`src/rtl/atm_pkg.sv`:
```
// Shared codes, widths and state encoding for the ATM session controller.
package atm_pkg;

  localparam int unsigned ACCT_W    = 4;
  localparam int unsigned PIN_W     = 16;
  localparam int unsigned AMT_W     = 10;
  localparam int unsigned SEL_W     = 2;
  localparam int unsigned RES_W     = 2;
  localparam int unsigned NUM_ACCTS = 16;

  typedef enum logic [SEL_W-1:0] {
    SEL_INVENTORY = 2'b00,
    SEL_WITHDRAW  = 2'b01,
    SEL_TRANSFER  = 2'b10,
    SEL_EXIT      = 2'b11
  } op_sel_e;

  localparam logic [RES_W-1:0] RES_FAIL = 2'b00;
  localparam logic [RES_W-1:0] RES_OK   = 2'b01;

  typedef enum logic [2:0] {
    ST_IDLE,
    ST_PIN_WAIT,
    ST_MENU,
    ST_ISSUE,
    ST_WAIT_RSP,
    ST_REPORT,
    ST_EJECT
  } state_e;

endpackage

```
`src/rtl/atm_pin_rom.sv`:
```
// Combinational PIN table: account n holds the BCD digits of 1000+n.
module atm_pin_rom
  import atm_pkg::*;
(
  input  logic [ACCT_W-1:0] acct,
  output logic [PIN_W-1:0]  pin
);

  always_comb begin
    if (acct < 4'd10) begin
      pin = {4'h1, 4'h0, 4'h0, acct};
    end else begin
      pin = {4'h1, 4'h0, 4'h1, acct - 4'd10};
    end
  end

endmodule

```
`src/rtl/atm_session_ctrl.sv`:
```
// ATM session controller: card/PIN admission, menu operations, downstream
// request/response handshake, idle timeout and sticky per-account lockout.
module atm_session_ctrl
  import atm_pkg::*;
#(
  parameter int unsigned MAX_TRIES      = 3,
  parameter int unsigned TIMEOUT_CYCLES = 1000
) (
  input  logic              clk,
  input  logic              rst,
  input  logic              card_valid,
  input  logic [ACCT_W-1:0] card_acct,
  input  logic              pin_valid,
  input  logic [PIN_W-1:0]  pin_code,
  input  logic              op_valid,
  output logic              op_ready,
  input  logic [SEL_W-1:0]  op_sel,
  input  logic [ACCT_W-1:0] op_dest,
  input  logic [AMT_W-1:0]  op_amount,
  output logic              req_valid,
  input  logic              req_ready,
  output logic [SEL_W-1:0]  req_select,
  output logic [ACCT_W-1:0] req_origin,
  output logic [ACCT_W-1:0] req_purpose,
  output logic [AMT_W-1:0]  req_amount,
  input  logic              rsp_valid,
  input  logic [RES_W-1:0]  rsp_result,
  input  logic [AMT_W-1:0]  rsp_inventory,
  output logic              done_valid,
  output logic [RES_W-1:0]  done_result,
  output logic [AMT_W-1:0]  done_inventory,
  output logic              session_active,
  output logic              eject
);

  localparam int unsigned CNT_W =
    ($clog2(TIMEOUT_CYCLES + 1) > 10) ? $clog2(TIMEOUT_CYCLES + 1) : 10;
  localparam int unsigned TRY_W =
    ($clog2(MAX_TRIES + 1) > 1) ? $clog2(MAX_TRIES + 1) : 1;
  localparam logic [CNT_W-1:0] TIMEOUT_LAST = CNT_W'(TIMEOUT_CYCLES - 1);
  localparam logic [TRY_W-1:0] TRY_LAST     = TRY_W'(MAX_TRIES - 1);

  state_e                 state_q, state_d;
  logic [ACCT_W-1:0]      acct_q, acct_d;
  logic [TRY_W-1:0]       tries_q, tries_d;
  logic [CNT_W-1:0]       idle_cnt_q, idle_cnt_d;
  logic [NUM_ACCTS-1:0]   lock_q, lock_d;
  op_sel_e                sel_q, sel_d;
  logic [ACCT_W-1:0]      dest_q, dest_d;
  logic [AMT_W-1:0]       amount_q, amount_d;
  logic [RES_W-1:0]       done_result_q, done_result_d;
  logic [AMT_W-1:0]       done_inventory_q, done_inventory_d;
  logic [PIN_W-1:0]       rom_pin;
  op_sel_e                op_sel_in;

  atm_pin_rom u_pin_rom (
    .acct (acct_q),
    .pin  (rom_pin)
  );

  assign op_sel_in = op_sel_e'(op_sel);

  always_ff @(posedge clk or posedge rst) begin
    if (rst) begin
      state_q          <= ST_IDLE;
      acct_q           <= '0;
      tries_q          <= '0;
      idle_cnt_q       <= '0;
      lock_q           <= '0;
      sel_q            <= SEL_INVENTORY;
      dest_q           <= '0;
      amount_q         <= '0;
      done_result_q    <= '0;
      done_inventory_q <= '0;
    end else begin
      state_q          <= state_d;
      acct_q           <= acct_d;
      tries_q          <= tries_d;
      idle_cnt_q       <= idle_cnt_d;
      lock_q           <= lock_d;
      sel_q            <= sel_d;
      dest_q           <= dest_d;
      amount_q         <= amount_d;
      done_result_q    <= done_result_d;
      done_inventory_q <= done_inventory_d;
    end
  end

  always_comb begin
    state_d          = state_q;
    acct_d           = acct_q;
    tries_d          = tries_q;
    idle_cnt_d       = idle_cnt_q;
    lock_d           = lock_q;
    sel_d            = sel_q;
    dest_d           = dest_q;
    amount_d         = amount_q;
    done_result_d    = done_result_q;
    done_inventory_d = done_inventory_q;

    case (state_q)
      ST_IDLE: begin
        if (card_valid) begin
          acct_d = card_acct;
          if (lock_q[card_acct]) begin
            state_d          = ST_EJECT;
            done_result_d    = RES_FAIL;
            done_inventory_d = '0;
          end else begin
            state_d = ST_PIN_WAIT;
            tries_d = '0;
          end
        end
      end

      ST_PIN_WAIT: begin
        if (pin_valid) begin
          idle_cnt_d = '0;
          if (pin_code == rom_pin) begin
            state_d = ST_MENU;
          end else if (tries_q >= TRY_LAST) begin
            lock_d[acct_q]   = 1'b1;
            state_d          = ST_EJECT;
            done_result_d    = RES_FAIL;
            done_inventory_d = '0;
          end else begin
            tries_d = tries_q + TRY_W'(1);
          end
        end else if (idle_cnt_q == TIMEOUT_LAST) begin
          state_d          = ST_EJECT;
          done_result_d    = RES_FAIL;
          done_inventory_d = '0;
        end else begin
          idle_cnt_d = idle_cnt_q + CNT_W'(1);
        end
      end

      ST_MENU: begin
        if (op_valid) begin
          idle_cnt_d = '0;
          sel_d      = op_sel_in;
          dest_d     = op_dest;
          amount_d   = op_amount;
          if (op_sel_in == SEL_EXIT) begin
            state_d          = ST_EJECT;
            done_result_d    = RES_OK;
            done_inventory_d = '0;
          end else if ((op_sel_in != SEL_INVENTORY && op_amount == '0) ||
                       (op_sel_in == SEL_TRANSFER && op_dest == acct_q)) begin
            // Rejected locally; the core never sees it.
            state_d          = ST_REPORT;
            done_result_d    = RES_FAIL;
            done_inventory_d = '0;
          end else begin
            state_d = ST_ISSUE;
          end
        end else if (idle_cnt_q == TIMEOUT_LAST) begin
          state_d          = ST_EJECT;
          done_result_d    = RES_FAIL;
          done_inventory_d = '0;
        end else begin
          idle_cnt_d = idle_cnt_q + CNT_W'(1);
        end
      end

      ST_ISSUE: begin
        if (req_ready) begin
          state_d = ST_WAIT_RSP;
        end
      end

      ST_WAIT_RSP: begin
        if (rsp_valid) begin
          state_d          = ST_REPORT;
          done_result_d    = rsp_result;
          done_inventory_d = rsp_inventory;
        end
      end

      ST_REPORT: state_d = ST_MENU;
      ST_EJECT:  state_d = ST_IDLE;
      default:   state_d = ST_IDLE;
    endcase

    if (state_d != state_q) begin
      idle_cnt_d = '0;
    end
  end

  // Every route into EJECT carries an outcome, so done_valid covers both.
  assign op_ready       = (state_q == ST_MENU);
  assign req_valid      = (state_q == ST_ISSUE);
  assign req_select     = sel_q;
  assign req_origin     = acct_q;
  assign req_purpose    = (sel_q == SEL_TRANSFER) ? dest_q : acct_q;
  assign req_amount     = (sel_q == SEL_INVENTORY) ? '0 : amount_q;
  assign done_valid     = (state_q == ST_REPORT) || (state_q == ST_EJECT);
  assign done_result    = done_result_q;
  assign done_inventory = done_inventory_q;
  assign eject          = (state_q == ST_EJECT);
  assign session_active = (state_q != ST_IDLE) && (state_q != ST_EJECT);

endmodule

```
`config.mk`:
```
export PLATFORM = sky130hd
export DESIGN_NAME = atm_session_ctrl
export DESIGN_NICKNAME = d
export VERILOG_FILES = /design/src/rtl/atm_pkg.sv /design/src/rtl/atm_pin_rom.sv /design/src/rtl/atm_session_ctrl.sv
export SDC_FILE = /design/constraint.sdc
export NUM_CORES = 1
export LEC_CHECK = 0
export ABC_AREA = 1
export BUFFER_PORTS_ARGS = -buffer_cell sky130_fd_sc_hd__buf_4
export CORE_MARGIN = 5
export CORE_UTILIZATION = 55
export CTS_CLUSTER_DIAMETER = 50
export CTS_CLUSTER_SIZE = 8
export DETAILED_ROUTE_END_ITERATION = 8
export HOLD_SLACK_MARGIN = 0.05
export PLACE_DENSITY = 0.87
export RECOVER_POWER = 25
export SYNTH_ARGS = -nofsm -noshare
export SYNTH_HDL_FRONTEND = slang
export SYNTH_HIERARCHICAL = 1
export SYNTH_SLANG_ARGS = --single-unit
```
`constraint.sdc`:
```
create_clock -name clk -period 3.1 [get_ports clk]
set_input_delay 0.62 -clock clk [delete_from_list [all_inputs] [get_ports clk]]
set_output_delay 0.62 -clock clk [all_outputs]
set_load 0.03 [all_outputs]
```
Word-level counts from Yosys, hierarchy flattened
Index checks and enable logic that the tools add are counted.
{"block": "totals", "register_bits": 63, "word_cells": 115}
{"block": "op_classes", "add_sub_neg": 3, "muxes": 52, "reduce_logical": 19, "eq_ne": 24, "bitwise_logic": 2, "order_cmp": 5}
{"op": "10-bit 2-to-1 mux", "count": 15}
{"op": "10-bit one-hot mux with 4 select lines", "count": 1}
{"op": "3-bit 2-to-1 mux", "count": 11}
{"op": "2-bit 2-to-1 mux", "count": 15}
{"op": "10-bit one-hot mux with 2 select lines", "count": 1}
{"op": "3-bit one-hot mux with 6 select lines", "count": 1}
{"op": "16-bit equality test", "count": 1}
{"op": "16-bit bitwise OR", "count": 1}
{"op": "2-bit inequality test (second input constant)", "count": 7}
{"op": "10-bit by 1-bit adder with 10-bit output (second input constant)", "count": 1}
{"op": "10-bit equality test (second input constant)", "count": 1}
{"op": "10-bit logical NOT", "count": 1}
{"op": "4-bit by 5-bit < comparator with 1-bit output (second input constant)", "count": 2}
{"op": "3-bit equality test (second input constant)", "count": 3}
{"op": "3-bit inequality test (second input constant)", "count": 3}
{"op": "2-bit one-hot mux with 4 select lines", "count": 1}
{"op": "7-bit AND reduction", "count": 1}
{"op": "2-bit equality test (second input constant)", "count": 3}
{"op": "3-bit by 2-bit equality test with 1-bit output (second input constant)", "count": 2}
{"op": "6-bit AND reduction", "count": 1}
{"op": "3-bit nonzero test", "count": 2}
{"op": "5-bit 2-to-1 mux", "count": 1}
{"op": "1-bit binary-select mux with 4-bit select", "count": 1}
{"op": "1-bit demux with 4-bit select", "count": 1}
{"op": "21 further kinds", "count": 28}

Logic depth before layout (Yosys ltp)
Gate-level depths: netlist of the first run.
{"block": "depth", "depth_word": 9, "ltp_mapped": 18, "depth_no_buf": 18}

Modules after synthesis
Netlist of the first run, hierarchy kept.
{"mod": "atm_session_ctrl", "instances": 1, "seq_area_each_um2": 1576.5, "area_per_inst_um2": 3925.0, "cells_each": 582}
{"mod": "atm_pin_rom", "instances": 1, "seq_area_each_um2": 0.0, "area_per_inst_um2": 170.2, "cells_each": 28}

Worst setup path after synthesis of the first run
Ideal clock, no wire load.
{"block": "synth_timing", "path_kind": "register to output", "startpoint": "register state_q[0]", "endpoint": "output port session_active", "slack_ns": 0.834, "path_buffers": 1, "required_ns": 2.480, "stages_incl_launch_ff": 4, "arrival_ns": 1.646, "cell_sequence": "dfrtp_1 buf_4 nor3_1 nor2_1"}
{"block": "synth_via", "elab_chain_cells": 2, "elab_cells_between_ends": 3, "cone_classes": "1 x eq/ne; 2 x reduce/logical"}
{"item": "start, declared", "line": "atm_session_ctrl.sv:43", "text": "state_e state_q, state_d;"}
{"item": "start signal, assigned", "line": "atm_session_ctrl.sv:76", "text": "state_q <= state_d;"}
{"item": "3-bit inequality test or 3-bit nonzero test (tied branches)", "line": "atm_session_ctrl.sv:201", "text": "assign session_active = (state_q != ST_IDLE) && (state_q != ST_EJECT);"}
{"item": "1-bit logical AND (*)", "line": "atm_session_ctrl.sv:201"}
{"item": "end, declared", "line": "atm_session_ctrl.sv:32", "text": "output logic session_active,"}
Every way passes the cells marked *; elsewhere a longest branch is shown, timed or not.

Worst setup path in the final report of the first run
{"block": "layout_timing", "startpoint": "register acct_q[2] (netlist: req_origin[2])", "endpoint": "register done_inventory_q[0] (netlist: done_inventory[0])"}
{"block": "layout_via", "elab_chain_cells": 5, "elab_cells_between_ends": 10, "cone_classes": "1 x add/sub; 1 x order compare; 4 x eq/ne; 1 x mux; 3 x reduce/logical"}
{"item": "start, declared", "line": "atm_session_ctrl.sv:44", "text": "logic [ACCT_W-1:0] acct_q, acct_d;"}
{"item": "start signal, assigned", "line": "atm_session_ctrl.sv:77", "text": "acct_q <= acct_d;"}
{"item": "4-bit subtractor or 4-bit < comparator (tied branches)", "line": "atm_pin_rom.sv:13, atm_pin_rom.sv:10"}
{"item": "5-bit 2-to-1 mux (*)", "line": "atm_pin_rom.sv:10", "text": "if (acct < 4'd10) begin"}
{"item": "net rom_pin[2]", "line": "atm_session_ctrl.sv:53", "text": "logic [PIN_W-1:0] rom_pin;"}
{"item": "16-bit equality test (*)", "line": "atm_session_ctrl.sv:119", "text": "if (pin_code == rom_pin) begin"}
{"item": "3-bit inequality test (no source line) (*)"}
{"item": "7-bit AND reduction (no source line) (*)"}
{"item": "end signal, assigned", "line": "atm_session_ctrl.sv:85", "text": "done_inventory_q <= done_inventory_d;"}
{"item": "end, declared", "line": "atm_session_ctrl.sv:52", "text": "logic [AMT_W-1:0] done_inventory_q, done_inventory_d;"}
The timed path passes the listed nets; every way through them passes the cells marked *.
A chain may end at the register's enable or synchronous reset.

==> qor_table.md, run 1 <==
| Parameter | Value |
| --- | --- |
| Result of the run | finished, final reports clean |
| Actual transition at the worst max-transition pin | 1.01 ns |
| Time the final worst path needs with I/O delays and setup | 2.69 ns |
| GRT overflow | 0 |
| Filler-free cell count of the finished design | 805 |
| Standard cell core area | 7250 µm² |
| Residual antenna-violating net count after detailed routing | 0 |
| Most common cell after layout, fill and taps aside | sky130_fd_sc_hd__nand2_1 |
| Type of the tightest min-delay check | reg2reg |
| Via density per instance | 5.21 |
| Number of rows created at floorplan | 31 |
| Wire length per cell after detailed routing | 13.0 µm |
| GRT Resource Usage Total | 23.8% |
| Area enclosed by the die boundary | 9270 µm² |
| Leakage power | 2.82 nW |
| Final WL | 10500 µm |
| Pre-CTS WS | 0.490 ns |
| Total count of max-transition violations in the final report | 0 |
| Number of post-CTS setup repair buffers | 0 |
| Clock skew | 0.00654 ns |
| Number of flip-flops and latches in the synthesized netlist | 63 |
| Gate count of the mapped netlist | 610 |
| Maximum fanout count along the critical path | 13 |
| Crit start category | register |
| Setup tns final | 0 ns |
| Final setup slack of the worst path | 0.409 ns |
| Width of the chip | 96.3 µm |
| Cell at the root of the clock tree | sky130_fd_sc_hd__clkbuf_8 |
| Synthesized area per cell | 6.71 µm² |
| Worst Path Arrival | 2.97 ns |
| Starting density of the core | 56.5% |
| Number of clock sinks seen by CTS | 63 |
| CTS tree | yes |
| RSZ-0062 raised after global routing | no |
| Height of the die | 96.3 µm |
| Req. time, crit path | 3.38 ns |
| Port Buffer Count | 91 |
| Starting DRT DRC Count | 321 |
| Count of final hold-check violations | 0 |
| Kind of critical path | reg2reg |
| First-pass iteration count of the detailed router | 5 |
| Via count of the first global-routing pass | 4003 |
| CTS buffer count | 9 |
| Area added between synthesis and finish | 23.3% |
| Highest-count cells in the layout ignoring fill and taps | sky130_fd_sc_hd__nand2_1, sky130_fd_sc_hd__inv_1, sky130_fd_sc_hd__buf_4 |
| Largest net degree at the start of global routing | 33 |
| Clock Path Buffers | 2 |
| Ant. Diodes | 0 |
| Clock latency on the worst-skew pair | 0.34 ns |
| I/O pins | 92 |
| HPWL after DPL | 8110 µm |
| Main flop type after synthesis | sky130_fd_sc_hd__dfrtp_1 |
| Setup violation total in the final timing report | 0 |
| Via total after detailed routing | 4192 |
| Netlist area before placement | 4100 µm² |
| Number of enable flip-flop cells after synthesis | 0 |
| Max-cap violations | 0 |
| Placed cell count | 789 |
| Crit end category | register |
| Maximum frequency from static timing analysis | 372 MHz |
| Hold buffers post-CTS | 0 |
| Gpl congestion | 0.890 |
| Share of the yosys chip area belonging to registers | 38.5% |
| Post-CTS clock slew at the launch and capture registers of the worst setup and hold paths | 0.07 ns |
| Initial antenna violation count | 0 |
| First-pass GRT wire length | 17400 µm |
| Post-detailed-route DRC marker count | 0 |
| Final period utilization | 86.8% |
| Post-cts sizing count | 0 |
| Final net count | 759 |
| Worst relative slew slack | 32.7% |
| Yosys cell types | 35 |
| H-tree depth reported by CTS | 3 |
| Number of warnings printed during yosys synthesis | 6 |
| Share of final-layout standard cells stronger than drive strength 1 | 19.8% |
| Filler cell count in the final layout | 617 |
| Async S/R FF share, synth | 100% |
| Power density cells | 925 nW/µm² |
| Peak supply drop | 0.000514 V |
kinds of logic after synthesis:
kind of cell | after synthesis | synth area share, %
adder cells (fa/ha/maj) | 3 | 0.917
multiplexers | 1 | 0.275
AO/OA/AOI/OAI | 67 | 8.95
AND/OR/NAND/NOR | 336 | 36.1
buffers and inverters | 133 | 14.0
other | 2 | 0.183
flip-flops | 63 | 38.5
XOR/XNOR | 5 | 1.07
routing by layer:
layer | global-route usage (%) | wire (µm) | vias up
met5 | 0 | 0 | -
met3 | 4.77 | 753 | 24
met2 | 41.3 | 5210 | 166
met4 | 8.29 | 201 | 0
li1 | - | - | 2062
met1 | 29.5 | 4310 | 1940
through the flow:
step	util, %	area [µm²]	power, mW	hold WS, ns
floorplan	-	4130	3.04	0.427
global placement	66.3	4810	3.71	0.440
detailed placement	66.3	4810	3.80	0.445
CTS	69.7	5050	4.68	0.331
global route	69.6	5050	4.99	0.483
finish	69.6	5050	4.67	0.460
critical path, stage by stage (launching register included):
cell                      delay (ns)
sky130_fd_sc_hd__dfrtp_1        0.54
sky130_fd_sc_hd__inv_2          0.08
sky130_fd_sc_hd__ha_1           0.28
sky130_fd_sc_hd__inv_1          0.07
sky130_fd_sc_hd__nand3_1        0.10
sky130_fd_sc_hd__nand2_1        0.12
sky130_fd_sc_hd__inv_1          0.05
sky130_fd_sc_hd__nand2_1        0.05
sky130_fd_sc_hd__nand2_1        0.05
sky130_fd_sc_hd__nor2_1         0.11
sky130_fd_sc_hd__nand2_1        0.06
sky130_fd_sc_hd__nor2_1         0.18
sky130_fd_sc_hd__nand3_1        0.13
sky130_fd_sc_hd__nand2_1        0.09
sky130_fd_sc_hd__a21oi_2        0.05
sky130_fd_sc_hd__buf_4          0.18
sky130_fd_sc_hd__nand2_1        0.30
sky130_fd_sc_hd__nand2_1        0.10
sky130_fd_sc_hd__nand2_1        0.09
synthesized netlist by cell type (6+ instances only):
| cell type | number | area (µm²) |
|---|---|---|
| sky130_fd_sc_hd__buf_4 | 15 | 113 |
| sky130_fd_sc_hd__nor2_1 | 76 | 285 |
| sky130_fd_sc_hd__nand4_1 | 6 | 37.5 |
| sky130_fd_sc_hd__inv_1 | 98 | 368 |
| sky130_fd_sc_hd__dfrtp_1 | 63 | 1580 |
| sky130_fd_sc_hd__a21oi_1 | 17 | 85.1 |
| sky130_fd_sc_hd__nor3_1 | 7 | 35.0 |
| sky130_fd_sc_hd__nand2_1 | 155 | 582 |
| sky130_fd_sc_hd__inv_2 | 9 | 33.8 |
| sky130_fd_sc_hd__nand3_1 | 76 | 380 |
| sky130_fd_sc_hd__o21ai_0 | 34 | 170 |
final timing paths:
kind	startpoint	end	slack, ns	depth (start not counted)
min reg2reg	lock_q[2]	lock_q[2]	0.46	2
max in group asynchronous	rst	tries_q[1]	1.27	3
min	lock_q[2]	lock_q[2]	0.46	2
max	req_origin[2]	done_inventory[0]	0.41	18
min in group asynchronous	rst	amount_q[0]	0.52	2
max reg2reg	req_origin[2]	done_inventory[0]	0.41	18
power by group:
group | switching, mW | internal, mW
combinational | 1.67 | 0.818
sequential | 0.246 | 1.06
clock | 0.340 | 0.536
state kept, by name, indices dropped and copies added, names as in the netlist:
name            flops
amount_q           10
done_inventory     10
state_q             3
req_origin          4
done_result         2
req_select          2
tries_q             2
idle_cnt_q         10
dest_q              4
lock_q             16
final cells by class:
cell class	instances	area [µm²]	share of cell area (%)
repair buffers	95	709	14.1
inverters	109	414	8.20
flip-flops and latches	63	1580	31.2
clock inverters	7	120	2.38
well taps	99	124	2.45
clock buffers	9	124	2.45
multi-input cells	423	1980	39.2
Power figures use the tool's default switching activity.
==> inputs of run 2 (changes only) <==
--- a/config.mk
+++ b/config.mk
@@ -13,9 +13,8 @@
 export CTS_CLUSTER_SIZE = 8
 export DETAILED_ROUTE_END_ITERATION = 8
 export HOLD_SLACK_MARGIN = 0.05
-export PLACE_DENSITY = 0.87
+export PLACE_DENSITY = 0.88
 export RECOVER_POWER = 25
 export SYNTH_ARGS = -nofsm -noshare
 export SYNTH_HDL_FRONTEND = slang
-export SYNTH_HIERARCHICAL = 1
 export SYNTH_SLANG_ARGS = --single-unit
==> qor_table.md, run 2 <==
| Parameter | Value |
| --- | --- |
| Result of the run | finished, final reports clean |
| GRT overflow | 0 |
| Type of the tightest min-delay check | reg2reg |
| Main flop type after synthesis | sky130_fd_sc_hd__dfrtp_1 |
| Post-cts sizing count | 0 |
| Largest net degree at the start of global routing | 41 |
| First-pass iteration count of the detailed router | 5 |
| Wire length per cell after detailed routing | 14.4 µm |
| Kind of critical path | reg2reg |
| Gpl congestion | 0.904 |
| Register containing the most flip-flops in the final layout | lock_q |
| Final net count | 685 |
| Req. time, crit path | 3.35 ns |
| Initial antenna violation count | 0 |
| Hold buffers post-CTS | 0 |
| Highest-count cells in the layout ignoring fill and taps | sky130_fd_sc_hd__nand2_1, sky130_fd_sc_hd__buf_4, sky130_fd_sc_hd__inv_1 |
| Placement Cell Area | 4600 µm² |
| Number of flip-flops under the largest register name | 16 |
| Number of rows created at floorplan | 30 |
| Via density per instance | 5.24 |
| CTS buffer count | 9 |
| Clock network fraction of design power | 19.1% |
| Number of post-CTS setup repair buffers | 0 |
| Clock latency on the worst-skew pair | 0.35 ns |
| Area added between synthesis and finish | 24.5% |
| Time the final worst path needs with I/O delays and setup | 2.32 ns |
| Share of final-layout standard cells stronger than drive strength 1 | 24.5% |
| Async S/R FF share, synth | 100% |
| Number of clock sinks seen by CTS | 63 |
| GRT Resource Usage Total | 24.6% |
| CTS tree | yes |
| Most numerous cell in the Yosys netlist | sky130_fd_sc_hd__nand2_1 |
| Final period utilization | 74.7% |
| Power spent charging and discharging nets | 2.08 mW |
| Setup violation total in the final timing report | 0 |
| Leakage power | 2.52 nW |
| Worst Path Arrival | 2.57 ns |
| Ant. Diodes | 0 |
| Area enclosed by the die boundary | 8810 µm² |
| Height of the die | 93.8 µm |
| Residual antenna-violating net count after detailed routing | 0 |
| H-tree depth reported by CTS | 3 |
| Share of total power in sequential cells | 27.8% |
| Yosys cell types | 39 |
| Cell at the root of the clock tree | sky130_fd_sc_hd__clkbuf_8 |
| Final instance area | 4810 µm² |
| Width of the chip | 93.8 µm |
| Filler cell count in the final layout | 572 |
| Crit start category | register |
| Via count of the first global-routing pass | 3663 |
| Crit end category | register |
| Synthesized area per cell | 7.19 µm² |
| Net Count, Synth | 596 |
| Number of enable flip-flop cells after synthesis | 0 |
| Maximum frequency from static timing analysis | 432 MHz |
| Final WL | 10500 µm |
| Worst relative slew slack | 31.8% |
| Internal power | 2.23 mW |
| First-pass GRT wire length | 17300 µm |
| Top post-synthesis cells by count | sky130_fd_sc_hd__nand2_1, sky130_fd_sc_hd__inv_1, sky130_fd_sc_hd__dfrtp_1 |
| HPWL after DPL | 7780 µm |
| Clock Path Buffers | 2 |
| Setup tns final | 0 ns |
| Starting DRT DRC Count | 308 |
| Peak supply drop | 0.000621 V |
| Fraction of power spent switching nets | 48.3% |
| Post-synth top area share | 40.8% |
| Count of final hold-check violations | 0 |
| Gate count of the mapped netlist | 538 |
| Starting density of the core | 56.6% |
| Post-detailed-route DRC marker count | 0 |
| Cell taking the most area after synthesis | sky130_fd_sc_hd__dfrtp_1 |
| Maximum fanout count along the critical path | 12 |
| RSZ-0062 raised after global routing | no |
| Actual transition at the worst max-transition pin | 1.02 ns |
| Port Buffer Count | 91 |
| Most common cell after layout, fill and taps aside | sky130_fd_sc_hd__nand2_1 |
| Max-cap violations | 0 |
| Power density cells | 895 nW/µm² |
| Number of warnings printed during yosys synthesis | 0 |
| Via total after detailed routing | 3816 |
| Netlist area before placement | 3870 µm² |
| Clock skew | 0.0106 ns |
| Post-CTS clock slew at the launch and capture registers of the worst setup and hold paths | 0.07 ns |
| Share of the yosys chip area belonging to registers | 40.8% |
| Gate power share | 53.2% |
| Total count of max-transition violations in the final report | 0 |
| Number of flip-flops and latches in the synthesized netlist | 63 |
| Standard cell core area | 6830 µm² |
| I/O pins | 92 |
| Dominant cells by area after synthesis | sky130_fd_sc_hd__dfrtp_1, sky130_fd_sc_hd__nand2_1, sky130_fd_sc_hd__inv_1 |
run 2: stage by stage:
step                      hold WS (ns)  std cells  total power [mW]  utilization [%]  worst slack [ns]
after floorplan                  0.424        538              2.85                -             0.910
after global placement           0.435        712              3.41             67.4             0.909
after detailed placement         0.443        712              3.49             67.4             0.864
after CTS                        0.342        728              4.31             70.7             0.803
after global routing             0.483        728              4.59             70.4             0.571
final                            0.456        728              4.31             70.4             0.784
run 2: logic make-up after synthesis:
logic type | share of synthesized area, %
multiplexers | 0.259
AO/OA/AOI/OAI | 12.2
buffers and inverters | 10.9
AND/OR/NAND/NOR | 33.3
flip-flops | 40.8
adder cells (fa/ha/maj) | 0.971
XOR/XNOR | 1.59
run 2: worst paths after layout:
path | to | slack, ns | from | depth (start not counted)
setup / recovery | lock_q[4] | 0.78 | req_origin[1] | 11
hold / removal | lock_q[7] | 0.46 | lock_q[7] | 2
setup reg to reg | lock_q[4] | 0.78 | req_origin[1] | 11
hold reg to reg | lock_q[7] | 0.46 | lock_q[7] | 2
max in group asynchronous | lock_q[10] | 1.09 | rst | 3
min in group asynchronous | idle_cnt_q[1] | 0.48 | rst | 2
run 2: metal layers:
| layer | vias to the layer above | part of all wire (%) | wire length, µm | global-route usage [%] |
|---|---|---|---|---|
| li1 | 1870 | - | - | - |
| met1 | 1770 | 44 | 4640 | 33.2 |
| met2 | 151 | 47 | 4900 | 38.7 |
| met3 | 25 | 7.1 | 741 | 5.29 |
| met4 | 0 | 2.0 | 208 | 9.03 |
| met5 | - | 0 | 0 | 0 |
run 2: area by class of cell:
cell class	count	area (µm²)	area share, %
Clock buffer	13	159	3.30
Sequential cell	63	1580	32.8
Timing Repair Buffer	92	688	14.3
Tap cell	96	120	2.50
Clock inverter	3	65.1	1.35
Multi-Input combinational cell	373	1870	38.8
Inverter	88	335	6.97
run 2: power groups by stage:
stage / Clock (mW) / Sequential [mW] / Combinational [mW]
2_1_floorplan: 0 / 1.24 / 1.61
3_3_place_gp: 0 / 1.20 / 2.22
3_5_place_dp: 0 / 1.20 / 2.29
4_1_cts: 0.824 / 1.19 / 2.29
5_1_grt: 0.863 / 1.22 / 2.50
6_report: 0.821 / 1.20 / 2.29
run 2: worst max-delay path, stage by stage, from the launching register on:
cell and delay [ns]:
sky130_fd_sc_hd__dfrtp_1 0.57, sky130_fd_sc_hd__inv_4 0.13, sky130_fd_sc_hd__ha_1 0.31, sky130_fd_sc_hd__inv_1 0.05, sky130_fd_sc_hd__nand3_1 0.06, sky130_fd_sc_hd__nand2_1 0.09, sky130_fd_sc_hd__nand2_1 0.05, sky130_fd_sc_hd__nand2_1 0.07
sky130_fd_sc_hd__nor2_2 0.05, sky130_fd_sc_hd__nand2_1 0.14, sky130_fd_sc_hd__nand3_1 0.36, sky130_fd_sc_hd__o21ai_0 0.34
==> inputs of run 3 (changes only) <==
--- a/config.mk
+++ b/config.mk
@@ -8,12 +8,12 @@
 export ABC_AREA = 1
 export BUFFER_PORTS_ARGS = -buffer_cell sky130_fd_sc_hd__buf_4
 export CORE_MARGIN = 5
-export CORE_UTILIZATION = 55
+export CORE_UTILIZATION = 49
 export CTS_CLUSTER_DIAMETER = 50
 export CTS_CLUSTER_SIZE = 8
 export DETAILED_ROUTE_END_ITERATION = 8
 export HOLD_SLACK_MARGIN = 0.05
-export PLACE_DENSITY = 0.88
+export PLACE_DENSITY = 0.83
 export RECOVER_POWER = 25
 export SYNTH_ARGS = -nofsm -noshare
 export SYNTH_HDL_FRONTEND = slang
==> constraint.sdc (replaced) <==
create_clock -name clk -period 2 [get_ports clk]
set_input_delay 0.4 -clock clk [delete_from_list [all_inputs] [get_ports clk]]
set_output_delay 0.4 -clock clk [all_outputs]
set_load 0.03 [all_outputs]
==> qor_table.md, run 3 (synthesis gave the netlist of run 2 again) <==
| Parameter | Value |
| --- | --- |
| CTS tree | yes |
| Cells on worst reg2reg path | 14 |
| Number of flip-flops under the largest register name | 16 |
| CTS buffer count | 9 |
| Number of clock sinks seen by CTS | 63 |
| Cells along the critical path | inv_2, nand2_1, nand2_1, nand2_1, nand2_1, nand2_1, nor2_2, nand3_2, inv_2, nor2_4, o21ai_4, clkbuf_16, nand2_2, nand2_1 |
| Maximum frequency from static timing analysis | 479 MHz |
| Area enclosed by the die boundary | 9770 µm² |
| GRT overflow | 0 |
| Share of final-layout standard cells stronger than drive strength 1 | 31.7% |
| H-tree depth reported by CTS | 3 |
| Worst Path Arrival | 2.36 ns |
| Ant. Diodes | 0 |
| Port Buffer Count | 91 |
| Clock Path Buffers | 2 |
| Post-layout total power | 7.33 mW |
| Final net count | 707 |
| Combined buffer and inverter count along the critical path | 3 |
| Via density per instance | 5.26 |
| Worst Min Path Start | op_amount[3] |
| Setup violation total in the final timing report | 12 |
| Final instance area | 5140 µm² |
| Area added between synthesis and finish | 32.8% |
| Final WL | 10700 µm |
| Via count of the first global-routing pass | 3781 |
| Cell at the root of the clock tree | sky130_fd_sc_hd__clkbuf_8 |
| Maximum fanout count along the critical path | 9 |
| Starting DRT DRC Count | 266 |
| Largest net degree at the start of global routing | 64 |
| Crit end category | register |
| Gpl congestion | 0.919 |
| Count of final hold-check violations | 0 |
| Width of the chip | 98.8 µm |
| Highest-count cells in the layout ignoring fill and taps | sky130_fd_sc_hd__nand2_1, sky130_fd_sc_hd__buf_4, sky130_fd_sc_hd__inv_1 |
| Reg2reg setup slack | -0.09 ns |
| Initial antenna violation count | 0 |
| Residual antenna-violating net count after detailed routing | 0 |
| First-pass iteration count of the detailed router | 5 |
| Final period utilization | 104% |
| Critical R2R Capture | done_inventory[5] |
| Kind of critical path | reg2reg |
| I/O pins | 92 |
| Result of the run | complete, but fails checks |
| Filler cell count in the final layout | 629 |
| CP delay by family, top | simple AND/OR/NAND/NOR gates |
| Starting density of the core | 50.3% |
| Crit start category | register |
| Worst stage delay on the critical path | 0.48 ns |
| Most common cell after layout, fill and taps aside | sky130_fd_sc_hd__nand2_1 |
| Via total after detailed routing | 3978 |
| Type of the tightest min-delay check | in2reg |
| Hold buffers post-CTS | 0 |
| Worst relative slew slack | 8.12% |
| Time the final worst path needs with I/O delays and setup | 2.09 ns |
| HPWL after DPL | 7620 µm |
| Total count of max-transition violations in the final report | 0 |
| Post-CTS clock slew at the launch and capture registers of the worst setup and hold paths | 0.07 ns |
| Register containing the most flip-flops in the final layout | lock_q |
| GRT Resource Usage Total | 20.6% |
| Crit-path slowest cell | sky130_fd_sc_hd__dfrtp_2 |
| Cell depth of the worst min-delay path | 3 |
| Final setup slack of the worst path | -0.0859 ns |
| Post-detailed-route DRC marker count | 0 |
| RSZ-0062 raised after global routing | yes |
| Placement Cell Area | 4730 µm² |
| First-pass GRT wire length | 16700 µm |
| Peak supply drop | 0.00100 V |
| Leakage power | 2.64 nW |
| Clock skew | 0.0115 ns |
| Standard cell core area | 7690 µm² |
| Number of rows created at floorplan | 32 |
| Wire length per cell after detailed routing | 14.1 µm |
| End point of the most critical hold path | amount_q[3] |
| Max-cap violations | 0 |
| Setup tns final | -0.744 ns |
| Actual transition at the worst max-transition pin | 1.38 ns |
| Req. time, crit path | 2.27 ns |
| Startpoint of the worst-slack reg-to-reg timing path | req_origin[3] |
| Height of the die | 98.8 µm |
| Violated checks | negative setup slack |
| Clock latency on the worst-skew pair | 0.34 ns |
| Power density cells | 1430 nW/µm² |
| Cell mode on critical path | sky130_fd_sc_hd__nand2_1 |
## run 3: changes by cell type in the layout (fill, tap and decap cells not counted), sizes merged
| cell | delta |
|---|---|
| buf | +21 |
| bufinv | -1 |
| clkinv | +1 |
| clkinvlp | +1 |
| inv | -1 |
| nor2 | +1 |
## run 3: stage by stage
| stage | hold WS, ns | setup WS [ns] | std cells | utilization, % |
|---|---|---|---|---|
| finish | 0.316 | -0.0859 | 756 | 66.8 |
| global route | 0.330 | -0.157 | 756 | 66.8 |
| CTS | 0.156 | 0.0403 | 748 | 64.3 |
| detailed placement | 0.446 | 0.0629 | 732 | 61.6 |
| global placement | 0.435 | 0.121 | 732 | 61.6 |
| floorplan | 0.424 | 0.00813 | 538 | - |
## run 3: worst min-delay path, delay by kind of cell
kind	cells	cell delay, ns
buffers and inverters	1	0.09
AO/OA/AOI/OAI	1	0.09
AND/OR/NAND/NOR	1	0.03
## run 3: timing repair
item / CTS / global route
setup buffers: 0 / 6
endpoints found under the setup margin: 0 / 33
resized for setup: 0 / 38
## run 3: how the worst max path moves through the flow
| stage | startpoint | to | depth (start not counted) |
|---|---|---|---|
| finish | req_origin[3] | done_inventory[5] | 14 |
| global route | req_origin[3] | done_inventory[5] | 14 |
| CTS | req_origin[1] | lock_q[7] | 11 |
| detailed placement | req_origin[1] | lock_q[7] | 11 |
| global placement | state_q[0] | done_inventory[6] | 11 |
| floorplan | req_origin[1] | idle_cnt_q[2] | 15 |
## run 3: where the power goes
part / switching (mW) / internal, mW / total, mW
clock network: 0.485 / 0.674 / 1.16
logic: 2.75 / 1.60 / 4.35
registers: 0.254 / 1.57 / 1.82
total: 3.49 / 3.85 / 7.33
## run 3: routing by layer
layer  up-vias  share of wire, %  global-route usage (%)
li1       1921                 -                       -
met1      1887                40                    24.6
met2       142                52                    35.9
met3        28               5.8                    4.10
met4         0               2.3                    9.03
met5         -                 0                       0
## run 3: area by class of cell
cell class | instances | area (µm²) | area share [%]
clock buffer | 13 | 169 | 3.29
clock inverter | 3 | 40.0 | 0.780
inverter | 88 | 339 | 6.60
multi-input combinational | 374 | 1990 | 38.8
sequential | 63 | 1580 | 30.8
tap | 102 | 128 | 2.48
timing repair buffer | 113 | 887 | 17.3
